[src/rtl/nibble_serial_sub_pkg.sv]
// Shared definitions for the nibble-serial subtractor: FSM states and nibble width.
package nibble_serial_sub_pkg;
  localparam int NIB_W = 4;

  typedef enum logic [1:0] {
    IDLE,
    RUN,
    DONE
  } state_t;
endpackage

[src/rtl/nibble_serial_sub_if.sv]
// Operand/result handshake bundle for nibble_serial_sub.
interface nibble_serial_sub_if
  import nibble_serial_sub_pkg::*;
#(
  parameter int NIB = 4
);
  logic                 in_valid;
  logic                 in_ready;
  logic [NIB_W*NIB-1:0] a;
  logic [NIB_W*NIB-1:0] b;
  logic                 bin;
  logic                 abort;
  logic                 busy;
  logic                 out_valid;
  logic                 out_ready;
  logic [NIB_W*NIB-1:0] diff;
  logic                 bout;

  modport master (
    output in_valid, a, b, bin, abort, out_ready,
    input  in_ready, busy, out_valid, diff, bout
  );

  modport slave (
    input  in_valid, a, b, bin, abort, out_ready,
    output in_ready, busy, out_valid, diff, bout
  );
endinterface

[src/rtl/nibble_sub_slice.sv]
// One-nibble subtractor with borrow: d = x - y - bi (mod 16), bo = (x < y + bi).
module nibble_sub_slice
  import nibble_serial_sub_pkg::*;
(
  input  logic [NIB_W-1:0] x,
  input  logic [NIB_W-1:0] y,
  input  logic             bi,
  output logic [NIB_W-1:0] d,
  output logic             bo
);
  logic [NIB_W:0] t;

  // The extra top bit goes high exactly when the difference is negative.
  assign t  = {1'b0, x} - {1'b0, y} - {{NIB_W{1'b0}}, bi};
  assign d  = t[NIB_W-1:0];
  assign bo = t[NIB_W];
endmodule

[src/rtl/nibble_serial_sub.sv]
// Serial W-bit subtractor: one nibble per cycle, LSB first, with valid/ready handshakes.
module nibble_serial_sub
  import nibble_serial_sub_pkg::*;
#(
  parameter int NIB = 4
)(
  input  logic               clk,
  input  logic               rst_n,
  nibble_serial_sub_if.slave bus
);
  localparam int W  = NIB_W * NIB;
  localparam int IW = $clog2(NIB + 1);

  state_t         state_q, state_d;
  logic [IW-1:0]  idx_q, idx_d;
  logic [W-1:0]   a_q, a_d;
  logic [W-1:0]   b_q, b_d;
  logic           brw_q, brw_d;
  logic [W-1:0]   diff_q, diff_d;
  logic           bout_q, bout_d;

  logic [NIB_W-1:0] sl_x, sl_y, sl_d;
  logic             sl_bo;

  nibble_sub_slice u_slice (
    .x  (sl_x),
    .y  (sl_y),
    .bi (brw_q),
    .d  (sl_d),
    .bo (sl_bo)
  );

  always_ff @(posedge clk or negedge rst_n) begin
    if (!rst_n) begin
      state_q <= IDLE;
      idx_q   <= '0;
      a_q     <= '0;
      b_q     <= '0;
      brw_q   <= 1'b0;
      diff_q  <= '0;
      bout_q  <= 1'b0;
    end else begin
      state_q <= state_d;
      idx_q   <= idx_d;
      a_q     <= a_d;
      b_q     <= b_d;
      brw_q   <= brw_d;
      diff_q  <= diff_d;
      bout_q  <= bout_d;
    end
  end

  always_comb begin
    sl_x = '0;
    sl_y = '0;
    for (int unsigned n = 0; n < NIB; n++) begin
      if (idx_q == IW'(n)) begin
        sl_x = a_q[n*NIB_W +: NIB_W];
        sl_y = b_q[n*NIB_W +: NIB_W];
      end
    end
  end

  always_comb begin
    state_d = state_q;
    idx_d   = idx_q;
    a_d     = a_q;
    b_d     = b_q;
    brw_d   = brw_q;
    diff_d  = diff_q;
    bout_d  = bout_q;
    unique case (state_q)
      IDLE: begin
        if (bus.in_valid) begin
          a_d     = bus.a;
          b_d     = bus.b;
          brw_d   = bus.bin;
          idx_d   = '0;
          state_d = RUN;
        end
      end
      RUN: begin
        if (bus.abort) begin
          state_d = IDLE;
        end else if (idx_q == IW'(NIB)) begin
          // Commit cycle after the last nibble publishes the final borrow,
          // giving a result NIB+1 cycles after acceptance.
          bout_d  = brw_q;
          state_d = DONE;
        end else begin
          for (int unsigned n = 0; n < NIB; n++) begin
            if (idx_q == IW'(n)) diff_d[n*NIB_W +: NIB_W] = sl_d;
          end
          brw_d = sl_bo;
          idx_d = idx_q + IW'(1);
        end
      end
      DONE: begin
        if (bus.abort || bus.out_ready) state_d = IDLE;
      end
      default: state_d = IDLE;
    endcase
  end

  assign bus.in_ready  = (state_q == IDLE);
  assign bus.busy      = (state_q == RUN);
  assign bus.out_valid = (state_q == DONE);
  assign bus.diff      = diff_q;
  assign bus.bout      = bout_q;
endmodule

[src/flat_wrapper.sv]
// flat-port wrapper written by rule: the top's interface ports become plain ports
module nibble_serial_sub_flat import nibble_serial_sub_pkg::*;
#(
  parameter int NIB = 4
)
  (clk, rst_n, bus_in_valid, bus_a, bus_b, bus_bin, bus_abort, bus_out_ready, bus_in_ready, bus_busy, bus_out_valid, bus_diff, bus_bout);
  nibble_serial_sub_if #(.NIB(NIB)) bus_i ();
  input  logic clk;
  input  logic rst_n;
  input wire logic [$bits(bus_i.in_valid)-1:0] bus_in_valid;
  input wire logic [$bits(bus_i.a)-1:0] bus_a;
  input wire logic [$bits(bus_i.b)-1:0] bus_b;
  input wire logic [$bits(bus_i.bin)-1:0] bus_bin;
  input wire logic [$bits(bus_i.abort)-1:0] bus_abort;
  input wire logic [$bits(bus_i.out_ready)-1:0] bus_out_ready;
  output wire logic [$bits(bus_i.in_ready)-1:0] bus_in_ready;
  output wire logic [$bits(bus_i.busy)-1:0] bus_busy;
  output wire logic [$bits(bus_i.out_valid)-1:0] bus_out_valid;
  output wire logic [$bits(bus_i.diff)-1:0] bus_diff;
  output wire logic [$bits(bus_i.bout)-1:0] bus_bout;
  assign bus_i.in_valid = bus_in_valid;
  assign bus_i.a = bus_a;
  assign bus_i.b = bus_b;
  assign bus_i.bin = bus_bin;
  assign bus_i.abort = bus_abort;
  assign bus_i.out_ready = bus_out_ready;
  assign bus_in_ready = bus_i.in_ready;
  assign bus_busy = bus_i.busy;
  assign bus_out_valid = bus_i.out_valid;
  assign bus_diff = bus_i.diff;
  assign bus_bout = bus_i.bout;
  nibble_serial_sub #(.NIB(NIB)) u_core (.clk(clk), .rst_n(rst_n), .bus(bus_i));
endmodule
[config.mk]
export PLATFORM = sky130hd
export DESIGN_NAME = nibble_serial_sub_flat
export DESIGN_NICKNAME = d
export VERILOG_FILES = /design/src/rtl/nibble_serial_sub_pkg.sv /design/src/rtl/nibble_serial_sub_if.sv /design/src/rtl/nibble_sub_slice.sv /design/src/rtl/nibble_serial_sub.sv /design/src/flat_wrapper.sv
export SDC_FILE = /design/constraint.sdc
export NUM_CORES = 1
export LEC_CHECK = 0
export BUFFER_PORTS_ARGS = -buffer_cell sky130_fd_sc_hd__buf_2
export CORE_MARGIN = 2
export CORE_UTILIZATION = 35
export CTS_BUF_LIST = sky130_fd_sc_hd__clkbuf_16
export CTS_CLUSTER_SIZE = 24
export DETAILED_ROUTE_END_ITERATION = 7
export SETUP_SLACK_MARGIN = 0.2
export SYNTH_ARGS = -nofsm -noshare
export SYNTH_HDL_FRONTEND = slang
export SYNTH_SLANG_ARGS = --single-unit
[constraint.sdc]
create_clock -name clk -period 3.1 [get_ports clk]
set_clock_uncertainty 0.1 [all_clocks]
set_input_delay 0.31 -clock clk [delete_from_list [all_inputs] [get_ports clk]]
set_output_delay 0.31 -clock clk [all_outputs]
set_load 0.02 [all_outputs]
==> reports/results.tsv <==
stage	metric	value	unit
synth	Yosys warning count	0	
floorplan	num rows	32	
critical_path	CP endpoint kind	flip-flop	
routing	Vias	1903	
flow_run	max-cap viol count	0	
clocking	clk buf depth	2	
cells_and_area	layout cell share with drive strength beyond 1	46.2	%
timing	Final setup violation count	0	
floorplan	DIE AREA	8430	sq um
critical_path	worst path bufs/invs	1	
status	status	complete, no violations	
critical_path	most used cell, CP	o21ai_1	
routing	Wirelength per Cell	14.1	um
timing	Fin. Hold Viols	0	
pwr	clock share of power	14.7	%
synth	sequential area share after synthesis	51.0	%
synth	Synth top area share	51.0	%
cells_and_area	Area Overhead vs Synth	27.4	%
synth	mapped cell area	2700	sq um
synth	Synth area leaders	dfrtp_1 (51%), mux2_2 (12%), ha_1 (4.2%)	
timing	hold_ws	135	ps
hold_path	worst hold path class	input pin to flip-flop	
global_routing	GRT Total Usage	14.2	%
pwr	Peak VDD IR	517	uV
timing	Final Max Tran Viols	0	
pwr	Power Total	4280	uW
routing	Initial DRC Count	64	
timing	Max-slew headroom	65.6	%
critical_path	Worst Path Max Fanout	10	
timing	measured slew at the worst slew-check pin	513	ps
global_routing	number of global-route vias before repair	1902	
synth	Mapped Nets	279	
synth	area leader, netlist	dfrtp_1	
floorplan	core footprint	7610	sq um
clocking	Clock Sinks	55	
pwr	cell internal pwr	2590	uW
cells_and_area	ANT cells	0	
floorplan	Initial Util	35.5	%
floorplan	Ports	58	
synth	Synth Instances	230	
floorplan	Die Ht	91.8	um
routing	DR pass1 iterations	4	
timing	fmax	350	MHz
global_routing	initial antenna violation count	0	
critical_path	family with the most delay on the worst path	adder cells	
pwr	Flop pwr share	27.9	%
clocking	CTS tree	built	
critical_path	Data arrival, critical path	2930	ps
pwr	Pwr per Cell Area	1250	nW/um^2
placement	DP HPWL	4200	um
timing	minimum clock period	2860	ps
critical_path	worst-path cell chain	ha_2 -> ha_4 -> buf_4 -> a211oi_2 -> o21ai_1 -> o21ai_2 -> nor2b_2 -> fa_2 -> nand2b_1 -> a21oi_2 -> xnor2_1 -> o21ai_1 -> mux2_4	
clocking	total CTS buffers	5	
routing	Via density	4.72	
clocking	CTS root buf	clkbuf_16	
synth	number of synthesized flops with an enable pin	0	
placement	placer's final routability congestion estimate	0.798	
critical_path	Worst EP required	3170	ps
global_routing	largest net degree at the start of global routing	35	
routing	Routed WL	5680	um
clocking	Clock transition at path regs	70	ps
floorplan	Die Wd	91.8	um
global_routing	first-pass GRT wire length	9430	um
synth	Seq cells post-synth	55	
pwr	switching share of power	39.6	%
clocking	# H-tree levels	2	
pwr	LEAKAGE	0.00157	uW
synth	top_reg_cell synth	dfrtp_1	
clocking	clock latency at the later pin of the worst-skew pair	290	ps
timing	unrepaired setup endpoints after global routing	true	
critical_path	Critical Path Source Type	flip-flop	
cells_and_area	# nets final	349	
routing	DRC violations left	0	
synth	asr flop ratio synth	100	%
critical_path	peak per-stage delay on the critical path	460	ps
timing	period utilization	92.2	%
placement	IO Port Bufs	57	
routing	antenna-violating nets left	0	
critical_path	crit path kind	flip-flop to flip-flop	
pwr	Comb power frac	57.3	%
pwr	switching power	1690	uW
global_routing	GRT overflow	0	
synth	synth unique cells	31	
synth	average size of a mapped cell	11.7	sq um
critical_path	CP max stage cell	dfrtp_2	
-- cells in the mapped netlist (all sizes together), types with 2 or more instances --
master / instances
a21oi: 13
a22o: 3
a22oi: 4
buf: 10
dfrtp: 55
fa: 2
ha: 9
inv: 9
mux2: 41
mux2i: 2
nand2: 27
nand2b: 4
nand3: 4
nor2: 14
nor2b: 2
nor3: 2
o21ai: 20
xnor2: 3
-- area by class of cell --
type	count	area (sq um)
clock buffer	5	125
tap	102	128
fill	730	4170
inverter	9	36.3
multi-input combinational	155	1310
timing repair buffer	74	419
sequential	55	1380
clock inverter	3	42.5
-- layout by cell type, fill, tap and decap left out, types with 2 or more instances in the layout --
master	instances
inv_2	2
mux2_2	28
xnor2_1	2
fa_2	2
a21oi_1	10
mux2_4	3
nor3_1	2
ha_4	5
a21oi_2	3
o21ai_1	4
nand2_1	27
nand3_2	4
nand2b_1	4
o21ai_0	15
mux2_1	10
buf_2	57
clkbuf_16	5
buf_4	15
ha_1	3
nor2_1	11
inv_1	6
a22oi_1	3
dfrtp_1	54
a22o_1	3
-- metrics by stage --
| stage | cell area [sq um] | util, % | std cells | setup TNS (ps) | worst slack, ps |
|---|---|---|---|---|---|
| after floorplan | 2710 | - | 230 | 0 | 216 |
| after global placement | 3100 | 40.8 | 388 | 0 | 89.7 |
| after detailed placement | 3100 | 40.8 | 388 | -20.4 | -20.4 |
| after CTS | 3350 | 44.1 | 399 | 0 | 218 |
| after global routing | 3440 | 45.2 | 403 | 0 | 77.7 |
| final | 3440 | 45.2 | 403 | 0 | 242 |
-- timing repair --
item / 4_1_cts / 5_1_grt
hold buffers: 1 / 0
cloned: 0 / 0
setup endpoints to repair: 6 / 5
endpoints found under the hold margin: 21 / 0
resized for setup: 16 / 13
pin swaps: 4 / 7
setup buffers: 2 / 4
-- registers in the layout, summed over array words and instances (netlist names) --
| signal | flops |
|---|---|
| u_core.idx_q | 3 |
| u_core.a_q | 16 |
| u_core.bus.diff | 16 |
| u_core.b_q | 16 |
| u_core.state_q | 2 |
| u_core.bus.bout | 1 |
| u_core.brw_q | 1 |
-- per-layer routing --
metal / wire, um / up-vias / GRT usage [%]
li1: - / 936 / -
met1: 2770 / 912 / 20.7
met2: 2610 / 50 / 22.0
met3: 254 / 5 / 3.04
met4: 49 / 0 / 2.99
met5: 0 / - / 0
-- power groups by stage --
stage / logic (uW) / registers (uW) / clock network, uW
after detailed placement: 2030 / 1210 / 0
after floorplan: 1410 / 1280 / 0
after CTS: 2180 / 1200 / 646
final: 2460 / 1200 / 630
after global routing: 2760 / 1240 / 684
after global placement: 1990 / 1200 / 0
-- cells by family (layout without fill, tap and decap cells) --
logic type,after synthesis,in the layout,synth area share [%]
xor gates and xnor gates,4,4,1.30
DFF,55,55,51.0
buffers and inverters,20,91,4.59
adders and majority gates,11,11,5.66
AOI/OAI and AO/OA,43,43,9.41
and+or+nand+nor,54,54,9.78
muxes,43,43,18.3
-- path summary, 6_finish.rpt --
check	endpoint	start	slack [ps]	depth (start not counted)
worst max-delay path	u_core.brw_q	u_core.idx_q[0]	240	13
worst min-delay path	u_core.a_q[9]	bus_a[9]	130	3
worst max register to register	u_core.brw_q	u_core.idx_q[0]	240	13
worst min register to register	u_core.bus.diff[12]	u_core.bus.diff[12]	370	2
max in group asynchronous	u_core.idx_q[0]	rst_n	1660	3
min in group asynchronous	u_core.b_q[0]	rst_n	410	2
-- tightest hold or removal path, stage by stage --
cell	delay (ps)
buf_2	80
nand2_1	40
o21ai_0	60
Power figures use the tool's default switching activity.
